--- src/rtl/elevator_car_scheduler.sv ---
// Elevator car scheduler: accumulates floor calls, tracks car position from shaft
// ticks and sequences IDLE / MOVE / DOOR with same-direction preference.
module elevator_car_scheduler #(
    parameter int NUM_FLOORS   = 8,
    parameter int FLOOR_W      = $clog2(NUM_FLOORS),
    parameter int DWELL_CYCLES = 16
) (
    input  logic                  clk,
    input  logic                  reset,
    input  logic [NUM_FLOORS-1:0] call_req,
    input  logic                  floor_tick,
    output logic [NUM_FLOORS-1:0] queue_status,
    output logic [FLOOR_W-1:0]    current_floor,
    output logic                  up_ndown,
    output logic                  motor_up,
    output logic                  motor_down,
    output logic                  door_open,
    output logic                  queue_empty,
    output logic                  stop_served,
    output logic                  fault
);

    localparam int DW_W = (DWELL_CYCLES > 1) ? $clog2(DWELL_CYCLES) : 1;
    localparam logic [FLOOR_W-1:0] TOP_FLOOR  = FLOOR_W'(NUM_FLOORS - 1);
    localparam logic [DW_W-1:0]    DWELL_LOAD = DW_W'(DWELL_CYCLES - 1);

    typedef enum logic [1:0] {
        S_IDLE,
        S_MOVE,
        S_DOOR,
        S_FAULT
    } state_e;

    state_e                  state_q, state_d;
    logic [NUM_FLOORS-1:0]   pend_q, pend_d, pend_nxt;
    logic [FLOOR_W-1:0]      floor_q, floor_d, floor_step;
    logic                    dir_q, dir_d;
    logic [DW_W-1:0]         dwell_q, dwell_d;
    logic                    stop_q, stop_d;
    logic                    above, below, resolved_dir, tick_fault;

    function automatic logic [NUM_FLOORS-1:0] floor_bit(input logic [FLOOR_W-1:0] f);
        return {{(NUM_FLOORS-1){1'b0}}, 1'b1} << f;
    endfunction

    // Call geometry relative to the car, plus the checked one-floor step.
    always_comb begin
        pend_nxt = pend_q | call_req;
        above    = 1'b0;
        below    = 1'b0;
        for (int i = 0; i < NUM_FLOORS; i++) begin
            if (pend_nxt[i] && (i > int'(floor_q))) above = 1'b1;
            if (pend_nxt[i] && (i < int'(floor_q))) below = 1'b1;
        end
        if (above && !below)      resolved_dir = 1'b1;
        else if (below && !above) resolved_dir = 1'b0;
        else                      resolved_dir = dir_q;
        floor_step = dir_q ? floor_q + FLOOR_W'(1) : floor_q - FLOOR_W'(1);
        tick_fault = floor_tick && ((state_q != S_MOVE) ||
                                    ( dir_q && (floor_q == TOP_FLOOR)) ||
                                    (!dir_q && (floor_q == '0)));
    end

    // NOTE: every signal gets a default before the case so no path leaves it unassigned (no latch).
    always_comb begin
        state_d = state_q;
        pend_d  = pend_nxt;
        floor_d = floor_q;
        dir_d   = dir_q;
        dwell_d = dwell_q;
        stop_d  = 1'b0;
        if (state_q == S_FAULT) begin
            pend_d = pend_q;
        end else if (tick_fault) begin
            state_d = S_FAULT;
        end else begin
            case (state_q)
                S_IDLE: begin
                    if (pend_nxt[floor_q]) begin
                        state_d = S_DOOR;
                        pend_d  = pend_nxt & ~floor_bit(floor_q);
                        dwell_d = DWELL_LOAD;
                        stop_d  = 1'b1;
                    end else if (above || below) begin
                        state_d = S_MOVE;
                        dir_d   = resolved_dir;
                    end
                end
                S_MOVE: begin
                    if (floor_tick) begin
                        floor_d = floor_step;
                        if (pend_nxt[floor_step]) begin
                            state_d = S_DOOR;
                            pend_d  = pend_nxt & ~floor_bit(floor_step);
                            dwell_d = DWELL_LOAD;
                            stop_d  = 1'b1;
                        end
                    end
                end
                S_DOOR: begin
                    // Calls for the floor the doors are open at are absorbed and extend the stop.
                    pend_d = pend_nxt & ~floor_bit(floor_q);
                    if (call_req[floor_q]) begin
                        dwell_d = DWELL_LOAD;
                    end else if (dwell_q == '0) begin
                        state_d = S_IDLE;
                        dir_d   = resolved_dir;
                    end else begin
                        dwell_d = dwell_q - DW_W'(1);
                    end
                end
                default: ;
            endcase
        end
    end

    // NOTE: sequential state uses non-blocking assignments so all registers update together.
    always_ff @(posedge clk or negedge reset) begin
        if (!reset) begin
            state_q <= S_IDLE;
            pend_q  <= '0;
            floor_q <= '0;
            dir_q   <= 1'b1;
            dwell_q <= '0;
            stop_q  <= 1'b0;
        end else begin
            state_q <= state_d;
            pend_q  <= pend_d;
            floor_q <= floor_d;
            dir_q   <= dir_d;
            dwell_q <= dwell_d;
            stop_q  <= stop_d;
        end
    end

    always_comb begin
        queue_status  = pend_q;
        current_floor = floor_q;
        up_ndown      = dir_q;
        motor_up      = (state_q == S_MOVE) &&  dir_q;
        motor_down    = (state_q == S_MOVE) && !dir_q;
        door_open     = (state_q == S_DOOR);
        queue_empty   = (pend_q == '0);
        stop_served   = stop_q;
        fault         = (state_q == S_FAULT);
    end

endmodule

--- config.mk ---
export PLATFORM = sky130hd
export DESIGN_NAME = elevator_car_scheduler
export DESIGN_NICKNAME = d
export VERILOG_FILES = /design/src/rtl/elevator_car_scheduler.sv
export SDC_FILE = /design/constraint.sdc
export NUM_CORES = 1
export LEC_CHECK = 0
export CORE_UTILIZATION = 58
export CTS_BUF_LIST = sky130_fd_sc_hd__clkbuf_16
export CTS_CLUSTER_DIAMETER = 200
export DETAILED_ROUTE_END_ITERATION = 8
export GPL_ROUTABILITY_DRIVEN = 1
export PLACE_DENSITY = 0.85
export SKIP_LAST_GASP = 1
export SYNTH_ARGS = -nofsm -noshare
export SYNTH_HDL_FRONTEND = slang
export SYNTH_SLANG_ARGS = --single-unit
--- constraint.sdc ---
create_clock -name clk -period 4.17 [get_ports clk]
set_clock_uncertainty 0.1 [all_clocks]
set_input_delay 0.834 -clock clk [delete_from_list [all_inputs] [get_ports clk]]
set_output_delay 0.834 -clock clk [all_outputs]
set_load 0.005 [all_outputs]
# == After elaboration in Yosys (flattened, before gate mapping) ==
# Cells that the tools add are included.
# W data, S select, Z words.
# word_totals
word_cells,143
register_bits,19
in_bits,11
output_inout_bits,18
# op_classes
add_sub_neg,3
n_reduce_logical,38
n_bitwise,7
shift,2
eq_ne,18
magnitude_cmp,16
mux,53
# op_table
operator,n
$mux W8,4
$mux W1,28
$pmux W8 S3,1
$logic_and A1 B1 Y1,21
$reduce_and A7 Y1,3
$mux W4,5
$and A8 B8 Y8,2
$not A8 Y8,2
$shl A1 B3 Y8 const A,2
$mux W2,7
$gt A3 B3 Y1 const A,4
$ne A2 B2 Y1 const B,6
$ne A3 B3 Y1 const B,4
$pmux W4 S3,1
$bmux W1 S3,3
$lt A3 B3 Y1 const A,3
$logic_not A8 Y1,1
$lt A3 B4 Y1 const B,2
$or A8 B8 Y8,1
$gt A2 B3 Y1 const A,2
$lt A1 B3 Y1 const A,2
$lt A2 B3 Y1 const A,2
$pmux W2 S3,1
$eq A2 B2 Y1 const B,2
other kinds (21),28

# == Depth between registers and ports, before layout ==
# Gate-level depths: netlist of the first run.
# logic_depth
ltp_word,16
depth_mapped,9
ltp_nobuf,8

# == Worst setup path before layout of the first run ==
# Ideal clock, no wire load.
# synth_path
kind,input -> register
start,input call_req[4]
end,register state_q[0]
stages,6
arrival_time_ns,2.364
required_time_ns,3.991
path_slack_ns,1.627
path_cell_list,or4_4 -> a211o_1 -> nor4_4 -> o2111ai_1 -> nand4_1 -> mux2i_1
# synth_via
elab_chain_cells,9
word_cells_on_any_way,24
cone_classes,eq/ne: 3; mux: 16; bitwise: 1; reduce/logical: 4
# synth_lines
item,line,rtl
"start, declared",10,"input logic [NUM_FLOORS-1:0] call_req,"
$or A8 B8 Y8,48,pend_nxt = pend_q | call_req;
$logic_and A1 B1 Y1,52,if (pend_nxt[i] && (i > int'(floor_q))) above = 1'b1;
$mux W1 (4 in a row),52,
$logic_or A1 B1 Y1,84,end else if (above || below) begin
$ne A4 B4 Y1 (no source line),-,
$reduce_and A7 Y1 (no source line),-,
"end signal, assigned",127,state_q <= state_d;
"end, declared",34,"state_e state_q, state_d;"
# Parallel ways exist; a longest one is shown, timed or not. The select of a mux whose other input is x is not followed.
# A chain may end at the register's enable or synchronous reset.

# == Final worst setup path of the first run ==
# layout_path
start,"register floor_q[2], in the netlist current_floor[2]"
end,register dwell_q[2]
# layout_via
elab_chain_cells,7
word_cells_on_any_way,23
cone_classes,add/sub: 2; eq/ne: 4; mux: 9; bitwise: 1; reduce/logical: 7
# layout_lines
item,line,rtl
"start, declared",36,"logic [FLOOR_W-1:0] floor_q, floor_d, floor_step;"
"start signal, assigned",129,floor_q <= floor_d;
"parallel branches: the longest is 7 deep, another holds $sub A3 B1 Y3",-,
"end signal, assigned",131,dwell_q <= dwell_d;
"end, declared",38,"logic [DW_W-1:0] dwell_q, dwell_d;"
# Several ways; the timed one is not identified. The select of a mux whose other input is x is not followed.

==> flow_summary.yaml, run 1 <==
die:
  start_util: 0.632
  boundaryPins: 29
  core_sq_um: 2850
  rows: 19
  die_area_sq_um: 3340
  die_w_um: 57.8
  die_h_um: 57.8
clock_network:
  cts_hold_buf: 0
  cts-resized-gates: 0
  cts_root_buf: "clkbuf_16"
  clk_pin_slew_worst_paths_ns: 0.06
  cts_buffers: 3
  clock_latency_ns: 0.25
  cts_tree: "yes"
  h-tree-depth: 1
  post_cts_buffers: 0
  clk_path_buf_depth: 2
  cts_sinks: 19
hold_path:
  hold_depth: 2
  hp-class: "reg2reg"
  min-delay-start: "dwell_q[2]"
  hold_end: "dwell_q[2]"
route:
  detail_route.wl_per_cell_um: 19.3
  post-route-drc-count: 3
  drtAntennaViolNets: 0
  num_vias: 1982
  drtIter0Drc: 210
  dr.pass1.iters: 9
  viasPerCell: 7.05
  routed_wirelength_um: 5420
logic_synthesis:
  synthFlopType: "dfrtp_1"
  syn-cell-area_sq_um: 1800
  synth_common_cells: "o21ai_0 (23), a21oi_1 (19), dfrtp_1 (18), nor2_1 (18)"
  synth_top_area_cell: "dfrtp_1"
  syn_area_per_cell_sq_um: 8.13
  synth_top_area_share: 0.250
  yosysMostFrequentCell: "o21ai_0"
  mappedNetlistNets: 245
  async_reset_ff_frac: 1.00
  synth_warnings: 0
  yosysUniqueCellTypes: 53
  synth_edf_count: 0
  syn_inst: 222
  ys_ff_latch: 19
  synthTopCellsByArea: "dfrtp_1 (25%), ha_1 (8.3%), o21ai_0 (6.4%)"
  synth-seq-area-share: 0.264
sta:
  slew_headroom: 0.417
  setup-violations-final: 0
  finalCritPeriodShare: 0.736
  max_freq_ghz: 0.326
  period_needed_ns: 3.07
  setup_tns_ns: 0
  final_hold_viol_count: 0
  drv_slew: 0
  worst_pin_slew_ns: 0.872
  hold_slack_ns: 0.491
  rsz0062_at_grt: "false"
placed_design:
  dp_hpwl_um: 3920
  gp_congestion: 0.968
  port_buffers: 28
layout:
  fin_util: 0.761
  fin_nets: 274
  ff_latch_area_sq_um: 477
  multiInputGateArea_sq_um: 1220
  n_fill_cell: 229
  synthToLayoutAreaGrowth_pct: 20.4
  drive_above_1_share: 0.0800
  antenna_cells: 0
grt:
  antenna_found_initial: 0
  grt_pass1_wl_um: 8560
  gr-total-overflow: 0
  grt_usage: 0.333
  grt_max_degree: 26
  grt_pass1_vias: 1711
setup_path:
  required_ns: 4.19
  ff2ff_setup_slack_ns: 1.10
  critPathKind: "reg2reg"
  arrival_ns: 3.09
  r2r_start: "current_floor[2]"
  endpoint_kind: "register"
  rr_worst_depth: 7
  crit_fanout: 16
  reg2reg_to: "dwell_q[2]"
  start_kind: "register"
power:
  p_leak_uw: 0.000881
  vdd_drop_max_uv: 357
  power_density_nw_per_um2: 645
job:
  maxCapViolations: 0
run_status:
  status: "complete, but fails checks"
  violations: "design-rule violations"
## worst max-delay path by stage
| stage | cells past startpoint | slack, ns | to | from |
|---|---|---|---|---|
| finish | 7 | 1.10 | dwell_q[2] | current_floor[2] |
| global route | 8 | 0.97 | dwell_q[3] | current_floor[1] |
| CTS | 7 | 1.16 | dwell_q[2] | current_floor[2] |
| detailed placement | 7 | 0.96 | state_q[1] | call_req[4] |
| global placement | 7 | 1.01 | state_q[1] | call_req[4] |
| floorplan | 6 | 1.63 | state_q[0] | call_req[4] |
## cell type report
| class | count | share of cell area |
|---|---|---|
| inverter | 15 | 0.0259 |
| tap | 31 | 0.0179 |
| sequential | 19 | 0.219 |
| timing repair buffer | 30 | 0.136 |
| clock buffer | 3 | 0.0346 |
| multi-input combinational | 182 | 0.564 |
| clock inverter | 1 | 0.00230 |
## placed cells by master, fill, tap and decap left out, types with 4 or more instances in the layout
| cell | n |
|---|---|
| a21o_1 | 4 |
| a21oi_1 | 19 |
| a31oi_1 | 9 |
| and2_1 | 5 |
| clkdlybuf4s50_1 | 28 |
| dfrtp_1 | 18 |
| ha_1 | 12 |
| inv_1 | 13 |
| mux2i_1 | 5 |
| nand2_1 | 13 |
| nand3_1 | 4 |
| nand4_1 | 4 |
| nor2_1 | 18 |
| nor3_1 | 9 |
| nor3b_1 | 9 |
| o21ai_0 | 23 |
## power breakdown
part           internal, uW  switching, uW  total [uW]
clock                   129           72.3         201
combinational           353            484         837
sequential              253            109         362
total                   735            665        1400
## through the flow
step,setup slack [ns],total power [uW],instance area (sq um),instances
5_1_grt,0.975,1480,2170,281
3_3_place_gp,1.01,1150,2090,277
4_1_cts,1.16,1370,2170,281
2_1_floorplan,1.63,860,1800,222
6_report,1.10,1400,2170,281
3_5_place_dp,0.965,1170,2090,277
## sequential cells by signal (all words and copies together) (netlist names)
name,cells
queue_status,8
state_q,2
up_ndown,1
stop_served,1
current_floor,3
dwell_q,4
## cell families (layout without fill, tap and decap cells)
group	count (synthesis)	in the layout	share of synthesized area
buf+inv	21	49	0.0569
simple gates	77	77	0.236
xor+xnor	4	4	0.0194
flops	19	19	0.264
mux	7	7	0.0402
fa+ha+maj	12	12	0.0832
compound gates	82	82	0.300
## critical path, stage by stage (launching register included)
cell	delay, ns
dfrtp_1	0.69
inv_1	0.29
ha_1	0.38
mux2i_1	0.35
nand4_1	0.24
a311oi_2	0.49
and2_1	0.26
a32oi_1	0.12
## metal layers
| layer | wire length [um] | up-vias | part of all wire | track usage |
|---|---|---|---|---|
| met5 | 0 | - | 0 | 0 |
| met2 | 2430 | 147 | 0.45 | 0.523 |
| met3 | 700 | 20 | 0.13 | 0.0424 |
| met4 | 154 | 0 | 0.028 | 0.112 |
| met1 | 2140 | 927 | 0.39 | 0.476 |
| li1 | - | 888 | - | - |
(Power assumes the default switching activity.)
==> inputs of run 2 (changes only) <==
--- a/config.mk
+++ b/config.mk
@@ -5,12 +5,12 @@
 export SDC_FILE = /design/constraint.sdc
 export NUM_CORES = 1
 export LEC_CHECK = 0
-export CORE_UTILIZATION = 58
+export CORE_UTILIZATION = 54
 export CTS_BUF_LIST = sky130_fd_sc_hd__clkbuf_16
 export CTS_CLUSTER_DIAMETER = 200
 export DETAILED_ROUTE_END_ITERATION = 8
 export GPL_ROUTABILITY_DRIVEN = 1
-export PLACE_DENSITY = 0.85
+export PLACE_DENSITY = 0.79
 export SKIP_LAST_GASP = 1
 export SYNTH_ARGS = -nofsm -noshare
 export SYNTH_HDL_FRONTEND = slang
==> constraint.sdc (replaced) <==
create_clock -name clk -period 2.9 [get_ports clk]
set_clock_uncertainty 0.1 [all_clocks]
set_input_delay 0.58 -clock clk [delete_from_list [all_inputs] [get_ports clk]]
set_output_delay 0.58 -clock clk [all_outputs]
set_load 0.005 [all_outputs]
==> run 2 against run 1 <==
Effect of this change: the run now ends clean; critical path type is now reg2out; global-route usage shrank 0.54 points; die area grew 7.1%; critical endpoint is now motor_up; sequential power grew 40%; sequential cell count is the same.
==> flow_summary.yaml, run 2 (synthesis gave the netlist of run 1 again) <==
power:
  swShare: 0.459
  internal_power_uw: 1120
  p_leak_uw: 0.000957
  clkPwrFrac: 0.142
  power_density_nw_per_um2: 898
  comb_power_share: 0.615
  seqPwrFrac: 0.244
  vdd_drop_max_uv: 577
  p_sw_uw: 952
layout:
  largest_reg_flops: 8
  drive_above_1_share: 0.135
  final_cell_mix: "clkdlybuf4s50_1 (28), o21ai_0 (23), a21oi_1 (19)"
  fin_area_sq_um: 2310
  fin_nets: 290
  n_fill_cell: 252
  fin_util: 0.744
  mostFrequentLayoutCell: "clkdlybuf4s50_1"
  synthToLayoutAreaGrowth_pct: 27.9
  antenna_cells: 0
die:
  start_util: 0.581
  die_h_um: 59.8
  boundaryPins: 29
  core_sq_um: 3100
  die_w_um: 59.8
  die_area_sq_um: 3580
  rows: 20
setup_path:
  ff2ff_setup_slack_ns: 0.34
  rr_worst_depth: 9
  start_kind: "register"
  cp_num_buf_inv: 3
  max_stage_delay_ns: 0.51
  required_ns: 2.22
  crit_fanout: 12
  critical_path.top_delay_family: "buffers and inverters"
  r2r_start: "state_q[1]"
  endpoint_kind: "primary output"
  reg2reg_to: "dwell_q[3]"
  critPathKind: "reg2out"
  crit_chain: "inv_1 > ha_1 > inv_1 > nor2_1 > clkdlybuf4s50_1"
  arrival_ns: 1.98
  slowest_stage: "clkdlybuf4s50_1"
  path_common_cell: "inv_1"
route:
  dr.pass1.iters: 6
  detail_route.wl_per_cell_um: 17.4
  routed_wirelength_um: 5390
  viasPerCell: 6.45
  post-route-drc-count: 0
  drtAntennaViolNets: 0
  drtIter0Drc: 232
  num_vias: 2000
grt:
  gr-total-overflow: 0
  grt_usage: 0.328
  grt_max_degree: 25
  grt_pass1_wl_um: 8790
  grt_pass1_vias: 1807
  antenna_found_initial: 0
job:
  maxCapViolations: 0
sta:
  setup-violations-final: 0
  finalCritPeriodShare: 0.917
  worst_pin_slew_ns: 0.574
  max_freq_ghz: 0.376
  rsz0062_at_grt: "false"
  drv_slew: 0
  final_hold_viol_count: 0
  slew_headroom: 0.616
  period_needed_ns: 2.66
  setup_tns_ns: 0
clock_network:
  cts_buffers: 3
  cts_tree: "yes"
  cts_sinks: 19
  cts-resized-gates: 0
  clk_pin_slew_worst_paths_ns: 0.06
  clk_path_buf_depth: 2
  cts_root_buf: "clkbuf_16"
  h-tree-depth: 1
  post_cts_buffers: 0
  cts_hold_buf: 0
  clock_latency_ns: 0.25
placed_design:
  port_buffers: 28
  gp_congestion: 0.973
  dp_hpwl_um: 4050
  dpl_cell_area_sq_um: 2230
hold_path:
  hp-class: "reg2reg"
  min-delay-start: "dwell_q[2]"
  hold_end: "dwell_q[2]"
  hold_depth: 2
run_status:
  status: "finished, final reports clean"
==> run 2: worst max path at each step <==
stage / cells past startpoint / endpoint / from
6_report: 5 / motor_up / state_q[1]
3_3_place_gp: 7 / state_q[1] / call_req[4]
4_1_cts: 5 / motor_up / state_q[1]
5_1_grt: 5 / motor_up / state_q[1]
2_1_floorplan: 9 / dwell_q[2] / current_floor[0]
3_5_place_dp: 7 / state_q[1] / call_req[4]
==> run 2: power by group through the flow <==
stage | clock (uW) | combinational, uW | sequential [uW]
2_1_floorplan | 0 | 746 | 491
3_3_place_gp | 0 | 1230 | 503
3_5_place_dp | 0 | 1230 | 504
4_1_cts | 293 | 1240 | 501
5_1_grt | 307 | 1380 | 520
6_report | 294 | 1270 | 505
==> run 2: layout make-up <==
| cell class | count | area [sq um] | share of cell area |
|---|---|---|---|
| clock buffer | 3 | 75.1 | 0.0325 |
| inverter | 15 | 56.3 | 0.0244 |
| multi-input combinational | 182 | 1220 | 0.531 |
| timing repair buffer | 46 | 415 | 0.180 |
| sequential | 19 | 477 | 0.207 |
| tap | 44 | 55.1 | 0.0238 |
| clock inverter | 1 | 5.00 | 0.00217 |
==> run 2: through the flow <==
stage | std cells | total power, uW | hold WS (ns) | setup slack (ns)
floorplan | 222 | 1240 | 0.184 | 0.433
global placement | 306 | 1730 | 0.447 | 0.0485
detailed placement | 306 | 1740 | 0.461 | 0.0420
CTS | 310 | 2040 | 0.470 | 0.252
global route | 310 | 2210 | 0.511 | 0.0928
finish | 310 | 2070 | 0.470 | 0.240
==> run 2: routing by layer <==
metal  part of all wire  GRT usage  wire length, um  up-vias
li1                   -          -                -      925
met1               0.41      0.457             2220      917
met2               0.45      0.506             2440      145
met3               0.12     0.0628              621       13
met4              0.020      0.106              108        0
met5                  0          0                0        -
==> run 2: worst min-delay path, delay by kind of cell (launching register included) <==
kind,cells,cell delay [ns]
DFF,1,0.41
buffers and inverters,1,0.07
AOI/OAI and AO/OA,1,0.05
